`config.mk`:
```
export PLATFORM = sky130hd
export DESIGN_NAME = fpga_status_tx
export DESIGN_NICKNAME = d
export VERILOG_FILES = /design/src/rtl/fpga_status_tx.sv
export SDC_FILE = /design/constraint.sdc
export NUM_CORES = 1
export LEC_CHECK = 0
export ABC_AREA = 1
export CELL_PAD_IN_SITES_DETAIL_PLACEMENT = 1
export CELL_PAD_IN_SITES_GLOBAL_PLACEMENT = 1
export CORE_ASPECT_RATIO = 0.8
export CORE_UTILIZATION = 39
export CTS_CLUSTER_DIAMETER = 30
export CTS_CLUSTER_SIZE = 10
export DETAILED_ROUTE_END_ITERATION = 6
export PLACE_DENSITY_LB_ADDON = 0.1
export SETUP_SLACK_MARGIN = 0.1
export SYNTH_ARGS = -nofsm -noshare
export SYNTH_HDL_FRONTEND = slang
export SYNTH_SLANG_ARGS = --single-unit
```
`constraint.sdc`:
```
create_clock -name clk -period 7.67 [get_ports clk]
set_input_delay 1.9175 -clock clk [delete_from_list [all_inputs] [get_ports clk]]
set_output_delay 1.9175 -clock clk [all_outputs]
set_load 0.01 [all_outputs]
```
`src/rtl/fpga_status_tx.sv`:
```
// Per-channel status read-back responder: synchronizes status words, builds a
// snapshot/change message per channel and serves it byte by byte (show-ahead).
// Optional STATUS_HDR_EN adds a header byte carrying dropped/source/seq.
module fpga_status_tx #(
  parameter int NCH         = 10,
  parameter int SYNC_STAGES = 2
) (
  input  logic             clk,
  input  logic             n_rst,
  input  logic [NCH*8-1:0] status_bus,
  input  logic [NCH-1:0]   snap_bus,
  input  logic [NCH-1:0]   auto_en,
  input  logic [NCH-1:0]   rdreq_bus,
  output logic [NCH-1:0]   have_msg_bus,
  output logic [NCH*8-1:0] slave_data_bus,
  output logic [NCH*8-1:0] len_bus,
  output logic [7:0]       drop_cnt
);

`ifdef STATUS_HDR_EN
  localparam logic [7:0] MSG_LEN = 8'd2;
`else
  localparam logic [7:0] MSG_LEN = 8'd1;
`endif

  logic [NCH*8-1:0] sync_q [SYNC_STAGES];
  logic [NCH-1:0]   drop_ev;
  logic [7:0]       drop_cnt_q, drop_cnt_d;
  logic [15:0]      drop_sum;

  always_ff @(posedge clk or negedge n_rst) begin
    if (!n_rst) begin
      for (int s = 0; s < SYNC_STAGES; s++) sync_q[s] <= '0;
    end else begin
      sync_q[0] <= status_bus;
      for (int s = 1; s < SYNC_STAGES; s++) sync_q[s] <= sync_q[s-1];
    end
  end

  for (genvar i = 0; i < NCH; i++) begin : g_ch
    logic [7:0] sync_w;
    logic       have_q, have_d;
    logic [7:0] last_q, last_d;
    logic [7:0] stat_q, stat_d;
    logic       pop, last_byte, free, evt, accept;

    assign sync_w = sync_q[SYNC_STAGES-1][8*i +: 8];

`ifdef STATUS_HDR_EN
    logic       ptr_q, ptr_d;
    logic       drop_q, drop_d;
    logic [3:0] seq_q, seq_d;
    logic [7:0] hdr_q, hdr_d;
    assign last_byte = ptr_q;
`else
    assign last_byte = 1'b1;
`endif

    assign pop        = rdreq_bus[i] & have_q;
    // A buffer being emptied this cycle can take the new message immediately.
    assign free       = !have_q || (pop && last_byte);
    assign evt        = snap_bus[i] || (auto_en[i] && (sync_w != last_q));
    assign accept     = evt && free;
    assign drop_ev[i] = snap_bus[i] && !free;

    always_comb begin
      have_d = have_q;
      last_d = last_q;
      stat_d = stat_q;
`ifdef STATUS_HDR_EN
      ptr_d  = ptr_q;
      seq_d  = seq_q;
      drop_d = drop_q;
      hdr_d  = hdr_q;
`endif
      if (accept) begin
        have_d = 1'b1;
        last_d = sync_w;
        stat_d = sync_w;
`ifdef STATUS_HDR_EN
        ptr_d  = 1'b0;
        seq_d  = seq_q + 4'd1;
        drop_d = 1'b0;
        hdr_d  = {drop_q, !snap_bus[i], 2'b00, seq_q + 4'd1};
`endif
      end else if (pop) begin
        if (last_byte) have_d = 1'b0;
`ifdef STATUS_HDR_EN
        ptr_d = !last_byte;
`endif
      end
`ifdef STATUS_HDR_EN
      if (drop_ev[i]) drop_d = 1'b1;
`endif
    end

    always_ff @(posedge clk or negedge n_rst) begin
      if (!n_rst) begin
        have_q <= 1'b0;
        last_q <= '0;
        stat_q <= '0;
`ifdef STATUS_HDR_EN
        ptr_q  <= 1'b0;
        seq_q  <= '0;
        drop_q <= 1'b0;
        hdr_q  <= '0;
`endif
      end else begin
        have_q <= have_d;
        last_q <= last_d;
        stat_q <= stat_d;
`ifdef STATUS_HDR_EN
        ptr_q  <= ptr_d;
        seq_q  <= seq_d;
        drop_q <= drop_d;
        hdr_q  <= hdr_d;
`endif
      end
    end

    assign have_msg_bus[i] = have_q;
`ifdef STATUS_HDR_EN
    assign len_bus[8*i +: 8]        = have_q ? (MSG_LEN - {7'd0, ptr_q}) : 8'd0;
    assign slave_data_bus[8*i +: 8] = !have_q ? 8'd0 : (ptr_q ? stat_q : hdr_q);
`else
    assign len_bus[8*i +: 8]        = have_q ? MSG_LEN : 8'd0;
    assign slave_data_bus[8*i +: 8] = have_q ? stat_q : 8'd0;
`endif
  end

  always_comb begin
    drop_sum = {8'd0, drop_cnt_q};
    for (int i = 0; i < NCH; i++) drop_sum = drop_sum + {15'd0, drop_ev[i]};
    drop_cnt_d = (drop_sum > 16'd255) ? 8'hFF : drop_sum[7:0];
  end

  always_ff @(posedge clk or negedge n_rst) begin
    if (!n_rst) drop_cnt_q <= '0;
    else        drop_cnt_q <= drop_cnt_d;
  end

  assign drop_cnt = drop_cnt_q;

endmodule

```
==> out/qor.yml, run 1 <==
status: "complete, no violations"
die_h_um: 154.1
worstSetupPathType: "primary input to register"
yosysTopAreaCellShare: 0.5724
cp_data_arrival_time_ps: 6220
cts_setup_buffers: 0
async_reset_ff_frac: 1.000
hold_violations: 0
wl_per_cell_um: 14.20
power.switching_mw: 1.276
cts_tree: "done"
root_buffer: "clkbuf_16"
p_leak_nw: 8.193
nets: 1614
holdBufCountCts: 0
port_buffers: 219
finalNonFillerCells: 1905
postRouteAntennaNets: 0
switching_share: 0.2650
synth.most_common_cell: "nand2_1"
place.gp.congestion: 0.7730
pwr-share-clk: 0.494
clk_pin_slew_ps: 50
crit_required_ps: 8080
fin_crit_ps: 5810
syn_avg_cell_area_um2: 9.002
grt_pass1_wl_um: 44150
viasPerCell: 4.368
power_per_cell_area_mw_per_mm2: 315.4
intPower_mw: 3.538
pwr-share-comb: 0.168
ctsResizeCount: 0
yosysTopAreaCell: "dfrtp_1"
vias: 8321
grt_max_degree: 139
clockBufferDepth: 3
drive_gt1_frac: 0.08475
max_freq_ghz: 0.1721
drt_iter0_drc: 299
antenna_found_initial: 1
tns_ps: 0
max_slew_margin: 0.3696
cts_num_sinks: 258
dp_hpwl_um: 18490
crit_fanout: 11
placedCellCount: 1805
clk_latency_ps: 550
yosysUniqueCellTypes: 26
post-route-period-util: 0.7575
fin_skew_ps: 20.26
rsz0062_at_grt: "false"
rows: 55
h-tree-depth: 2
fp.dieW_um: 192.1
grt_usage: 0.1903
endpoint_kind: "register"
dpl-instance-area_mm2: 0.01337
syn_inst: 1253
ys_top_cells_by_count: "nand2_1 (467), dfrtp_1 (258), inv_1 (216)"
synth-main-ff-cell: "dfrtp_1"
yosysSeqAreaShare: 0.5724
setup_viol: 0
ir_worst_vdd_uv: 254.6
hold_path.class: "register to register"
drc_errors: 0
netlist_area_mm2: 0.01128
cpMaxStageDelayCell: "fa_1"
dieArea_mm2: 0.02961
cp_slowest_stage_delay_ps: 560
critPathMostFrequentCell: "fa_1"
synth_seq_cells: 258
coreArea_mm2: 0.02835
drt_wl_total_um: 27060
first_pass_iters: 4
initial_core_util: 0.3978
max_cap_viol_count: 0
synth-edff-count: 0
io_pins: 290
areaGrowthSynthToFinish_pct: 35.32
grt_pass1_vias: 8915
critical_path.cell_chain: "clkdlybuf4s50_1, inv_1, nand2_1, nor2_1, fa_1, inv_1, fa_1, inv_1, fa_1, inv_1, fa_1, fa_1, nor2_2, o21ai_2, nand2_1, nand2_1, o21ai_0, nand3b_1"
overflow: 0
cts-buffers-inserted: 53
synth_area_leaders: "dfrtp_1 (57%), nand2_1 (16%), inv_1 (7.2%)"
design_area_mm2: 0.01526
p_seq_frac: 0.338
tightest_slew_ps: 945.6
yosysWarnings: 0
slew_violations: 0
startpoint_type: "primary input"
## flip-flops by register name (all words and copies together) (netlist names)
register     flops
g_ch.sync_w     80
g_ch.stat_q     72
g_ch.last_q      8
sync_q          80
g_ch.have_q     10
drop_cnt         8
## per-layer routing
layer / wire length [µm] / part of all wire / up-vias / track usage
met3: 1655 / 0.061 / 32 / 0.05022
li1: - / - / 4019 / -
met2: 13090 / 0.48 / 217 / 0.3083
met5: 0 / 0 / - / 0
met1: 11820 / 0.44 / 4053 / 0.2461
met4: 492 / 0.018 / 0 / 0.06449
## path summary, 6_finish.rpt
check	start	endpoint	slack, ps	depth (start not counted)
worst max-delay path	rdreq_bus[4]	drop_cnt[6]$_DFF_PN0_	1860	18
worst min-delay path	sync_q[129]$_DFF_PN0_	g_ch[6].sync_w[1]$_DFF_PN0_	340	0
worst min register to register	sync_q[129]$_DFF_PN0_	g_ch[6].sync_w[1]$_DFF_PN0_	340	0
worst max register to register	g_ch[4].have_q$_DFFE_PN0P_	drop_cnt[6]$_DFF_PN0_	3170	16
min in group asynchronous	n_rst	sync_q[149]$_DFF_PN0_	1420	1
max in group asynchronous	n_rst	g_ch[5].sync_w[2]$_DFF_PN0_	5020	2
## area by class of cell
type,count,area [µm²]
clock buffers,74,1538
flip-flops and latches,258,6456
repair buffers,220,2217
fillers,3267,13090
well taps,370,462.9
multi-input cells,741,3427
clock inverters,25,349.1
inverters,216,810.8
diodes,1,2.502
## per-stage QoR
step | power [mW] | worst slack, ps | utilization | hold WS (ps)
finish | 4.814 | 1860 | 0.5384 | 340.4
global route | 5.066 | 1667 | 0.5384 | 344.9
CTS | 4.889 | 1881 | 0.5383 | 341.4
detailed placement | 2.460 | 1294 | 0.4717 | 335.6
global placement | 2.429 | 1414 | 0.4717 | 331.4
floorplan | 2.109 | 2204 | - | 331.2
## placed cells by master (no fill, tap or decap), drive strengths merged
master,instances
a21oi,2
clkbuf,74
xnor2,30
nand4,1
nor3,1
bufinv,8
inv,219
o21ai,5
clkinvlp,5
fa,7
or2,1
conb,70
clkinv,9
nand2,500
clkdlybuf4s50,218
a21bo,1
nand3b,2
buf,2
xor2,1
dfrtp,258
nor2,30
diode,1
ha,5
nand3,85
## power by group through the flow
| stage | sequential [mW] | combinational, mW | clock (mW) |
|---|---|---|---|
| 2_1_floorplan | 1.61 | 0.497 | 0 |
| 3_3_place_gp | 1.64 | 0.788 | 0 |
| 3_5_place_dp | 1.65 | 0.813 | 0 |
| 4_1_cts | 1.63 | 0.826 | 2.43 |
| 5_1_grt | 1.65 | 0.916 | 2.50 |
| 6_report | 1.63 | 0.807 | 2.38 |
## worst max-delay path: cells and delay by family
kind	cells	cell delay (ps)
adders and majority gates	5	2450
and+or+nand+nor	6	990
AOI/OAI and AO/OA	2	230
buffers and inverters	5	650
## kinds of logic after synthesis
group           Yosys count  synth area share
flops                   258            0.5724
compound gates            8          0.004659
other cells               1         0.0003325
fa+ha+maj                12           0.01797
simple gates            620            0.2338
buf+inv                 323            0.1468
xor+xnor                 31           0.02407
(Power assumes the default switching activity.)
==> run 2, diff against run 1 <==
--- a/config.mk
+++ b/config.mk
@@ -9,7 +9,7 @@
 export CELL_PAD_IN_SITES_DETAIL_PLACEMENT = 1
 export CELL_PAD_IN_SITES_GLOBAL_PLACEMENT = 1
 export CORE_ASPECT_RATIO = 0.8
-export CORE_UTILIZATION = 39
+export CORE_UTILIZATION = 37
 export CTS_CLUSTER_DIAMETER = 30
 export CTS_CLUSTER_SIZE = 10
 export DETAILED_ROUTE_END_ITERATION = 6
==> constraint.sdc (replaced) <==
create_clock -name clk -period 5.8 [get_ports clk]
set_input_delay 1.45 -clock clk [delete_from_list [all_inputs] [get_ports clk]]
set_output_delay 1.45 -clock clk [all_outputs]
set_load 0.01 [all_outputs]
==> out/qor.yml, run 2 (synthesized netlist as in run 1, its figures left out) <==
status: "complete, no violations"
drt_iter0_drc: 273
cts_num_sinks: 258
place.gp.congestion: 0.7579
tightest_slew_ps: 859.3
wl_per_cell_um: 13.97
cts-buffers-inserted: 52
holdBufCountCts: 0
clk_pin_slew_ps: 50
nets: 1620
die_h_um: 158.2
vias: 8266
crit_required_ps: 6220
cp_data_arrival_time_ps: 5390
setup_viol: 0
reg2reg_depth: 16
final_common_cell: "nand2_1"
ctsResizeCount: 0
grt_pass1_vias: 8779
power_per_cell_area_mw_per_mm2: 411.3
pre_cts_slack_ps: 245.8
startpoint_type: "primary input"
cts_tree: "done"
p_leak_nw: 8.211
ir_worst_vdd_uv: 292.9
whs_path_depth: 0
cts_setup_buffers: 0
endpoint_kind: "register"
root_buffer: "clkbuf_16"
clk_latency_ps: 540
coreArea_mm2: 0.02964
hold_path.class: "register to register"
slew_violations: 0
post-route-period-util: 0.8576
tns_ps: 0
power_mw: 6.295
fin_ws_ps: 826.1
rsz0062_at_grt: "false"
overflow: 0
fin_crit_ps: 4974
grt_max_degree: 114
max_freq_ghz: 0.2010
fin_skew_ps: 14.14
antenna_found_initial: 3
first_pass_iters: 4
areaGrowthSynthToFinish_pct: 35.69
drive_gt1_frac: 0.08848
rows: 56
h-tree-depth: 2
layout.cells.most_common_list: "nand2_1 (467), dfrtp_1 (258), clkdlybuf4s50_1 (218)"
port_buffers: 219
fp.dieW_um: 197.2
drc_errors: 0
viasPerCell: 4.250
initial_core_util: 0.3806
grt_usage: 0.1789
dieArea_mm2: 0.03119
clockBufferDepth: 3
dp_hpwl_um: 19190
io_pins: 290
grt_pass1_wl_um: 43920
max_slew_margin: 0.4271
drt_wl_total_um: 27170
hold_violations: 0
worstSetupPathType: "primary input to register"
max_cap_viol_count: 0
crit_fanout: 4
postRouteAntennaNets: 0
final_util: 0.5164
==> run 2: power by group <==
part           total, mW  internal (mW)  switching [mW]
logic               1.08          0.512           0.568
registers           2.15           1.98           0.167
clock network       3.06           2.12           0.941
==> run 2: final timing paths <==
| check | slack, ps | to | from |
|---|---|---|---|
| setup / recovery | 830 | drop_cnt[6]$_DFF_PN0_ | rdreq_bus[0] |
| hold / removal | 340 | g_ch[2].sync_w[0]$_DFF_PN0_ | sync_q[96]$_DFF_PN0_ |
| setup reg to reg | 1670 | drop_cnt[6]$_DFF_PN0_ | g_ch[6].have_q$_DFFE_PN0P_ |
| hold reg to reg | 340 | g_ch[2].sync_w[0]$_DFF_PN0_ | sync_q[96]$_DFF_PN0_ |
| max in group asynchronous | 3840 | g_ch[0].stat_q[1]$_DFFE_PN0P_ | n_rst |
| min in group asynchronous | 970 | g_ch[8].stat_q[7]$_DFFE_PN0P_ | n_rst |
==> run 2: cell type report <==
type / instances / area, µm²
clock inverters: 30 / 406.6
clock buffers: 65 / 1421
well taps: 406 / 508.0
repair buffers: 227 / 2270
diodes: 2 / 5.005
fillers: 3402 / 14330
inverters: 216 / 810.8
multi-input cells: 741 / 3427
flip-flops and latches: 258 / 6456
==> run 2: critical path, cell delays in order <==
cell	delay, ps
clkdlybuf4s50_1	450
inv_1	40
nand2_1	70
nor2_1	100
fa_1	520
inv_1	70
fa_1	530
inv_1	50
fa_1	530
inv_1	50
fa_1	450
fa_1	420
nor2_2	150
o21ai_2	70
nand2_1	120
nand2_1	80
o21ai_0	160
nand3b_1	100
==> run 2: stage by stage <==
step / cell area (µm²) / hold slack [ps] / cells
final: 15300 / 342.2 / 1945
after global placement: 13470 / 331.2 / 1848
after global routing: 15300 / 349.2 / 1943
after floorplan: 11540 / 331.2 / 1322
after detailed placement: 13470 / 335.6 / 1848
after CTS: 15300 / 344.6 / 1943
==> run 2: layer usage <==
metal	part of all wire	up-vias	GRT usage
li1	-	4034	-
met1	0.44	3967	0.2285
met2	0.47	212	0.2931
met3	0.061	51	0.05006
met4	0.021	2	0.05906
met5	0.00048	-	0
==> run 3, diff against run 2 <==
--- a/config.mk
+++ b/config.mk
@@ -13,7 +13,8 @@
 export CTS_CLUSTER_DIAMETER = 30
 export CTS_CLUSTER_SIZE = 10
 export DETAILED_ROUTE_END_ITERATION = 6
-export PLACE_DENSITY_LB_ADDON = 0.1
+export HOLD_SLACK_MARGIN = 0.12
+export PLACE_DENSITY = 0.81
 export SETUP_SLACK_MARGIN = 0.1
 export SYNTH_ARGS = -nofsm -noshare
 export SYNTH_HDL_FRONTEND = slang
==> out/qor.yml, run 3 (synthesized netlist as in run 1, its figures left out) <==
status: "complete, no violations"
clockBufferDepth: 3
nets: 1617
startpoint_type: "primary input"
final_util: 0.5113
ir_worst_vdd_uv: 230.9
vias: 8517
drive_gt1_frac: 0.08306
crit_fanout: 4
grt_usage: 0.1929
fin_skew_ps: 14.82
crit_buf_inv: 5
worstSetupPathType: "primary input to register"
clk_pin_slew_ps: 50
io_pins: 290
tightest_slew_ps: 790.4
initial_core_util: 0.3806
h-tree-depth: 2
areaGrowthSynthToFinish_pct: 34.34
multiInputGateArea_mm2: 0.003427
path_delay_family: "adder cells"
hold_violations: 0
seqCellArea_mm2: 0.006456
cts_tree: "done"
p_leak_nw: 8.126
placedCellCount: 1847
pre_cts_slack_ps: 167.6
clk_latency_ps: 560
antenna_found_initial: 1
fin_crit_ps: 5101
grt_pass1_wl_um: 46890
cts-buffers-inserted: 50
first_pass_iters: 4
max_cap_viol_count: 0
root_buffer: "clkbuf_16"
hold_path.class: "register to register"
cp_slowest_stage_delay_ps: 540
drt_wl_total_um: 29790
critical_path.cell_chain: "clkdlybuf4s50_1, inv_1, nand2_1, nor2_1, fa_1, inv_1, fa_1, inv_1, fa_1, inv_1, fa_1, fa_1, nor2_2, o21ai_2, nand2_1, nand2_1, o21ai_0, nand3b_1"
coreArea_mm2: 0.02964
port_buffers: 219
max_freq_ghz: 0.1960
final_common_cell: "nand2_1"
holdBufCountCts: 0
max_slew_margin: 0.4730
cp_data_arrival_time_ps: 5520
die_h_um: 158.2
layout.cells.most_common_list: "nand2_1 (467), dfrtp_1 (258), clkdlybuf4s50_1 (218)"
rsz0062_at_grt: "false"
dieArea_mm2: 0.03119
grt_max_degree: 113
fillers: 3399
slew_violations: 0
design_area_mm2: 0.01515
overflow: 0
rows: 56
power_mw: 6.145
postRouteAntennaNets: 0
wl_per_cell_um: 15.39
crit_required_ps: 6220
cts_setup_buffers: 0
cpMaxStageDelayCell: "fa_1"
critPathMostFrequentCell: "fa_1"
power_per_cell_area_mw_per_mm2: 405.5
cts_num_sinks: 258
place.gp.congestion: 0.7884
tns_ps: 0
dpl-instance-area_mm2: 0.01346
drc_errors: 0
dp_hpwl_um: 20460
drt_iter0_drc: 320
fin_ws_ps: 699.0
setup_viol: 0
finalNonFillerCells: 1936
grt_pass1_vias: 9080
fp.dieW_um: 197.2
endpoint_kind: "register"
post-route-period-util: 0.8795
hold-worst-slack_ps: 339.4
viasPerCell: 4.399
ctsResizeCount: 0
[run 3: cell type report]
cell class              count  area share
well taps                 406     0.03352
flip-flops and latches    258      0.4261
inverters                 216     0.05351
clock inverters            28     0.02494
repair buffers            226      0.1493
clock buffers              60     0.08637
multi-input cells         741      0.2262
diodes                      1   0.0001651
[run 3: path summary, 6_finish.rpt]
kind / startpoint / end / slack (ps) / depth (start not counted)
min in group asynchronous: n_rst / g_ch[2].stat_q[2]$_DFFE_PN0P_ / 910 / 1
setup reg to reg: g_ch[2].have_q$_DFFE_PN0P_ / drop_cnt[6]$_DFF_PN0_ / 1550 / 16
hold / removal: sync_q[122]$_DFF_PN0_ / g_ch[5].sync_w[2]$_DFF_PN0_ / 340 / 0
max in group asynchronous: n_rst / g_ch[3].sync_w[7]$_DFF_PN0_ / 3720 / 2
hold reg to reg: sync_q[122]$_DFF_PN0_ / g_ch[5].sync_w[2]$_DFF_PN0_ / 340 / 0
setup / recovery: rdreq_bus[2] / drop_cnt[6]$_DFF_PN0_ / 700 / 18
[run 3: metal layers]
layer  wire [µm]  part of all wire  global-route usage  up-vias
li1            -                 -                   -     4013
met1       12550              0.42              0.2347     4234
met5           0                 0                   0        -
met4         514             0.017             0.05611        0
met3        1700             0.057             0.04964       48
met2       15020              0.50              0.3370      222
[run 3: power breakdown]
group          internal (mW)  switching [mW]  leakage, nW
Combinational          0.514           0.593         4.27
Clock                   1.92           0.953        0.822
Sequential              1.98           0.181         3.04
Total                   4.42            1.73         8.13
[run 3: worst reg2reg max path: cells and delay by family, from the launching register on]
kind | cells | cell delay [ps]
adders and majority gates | 5 | 2450
and+or+nand+nor | 6 | 760
DFF | 1 | 480
AOI/OAI and AO/OA | 2 | 240
buffers and inverters | 3 | 180
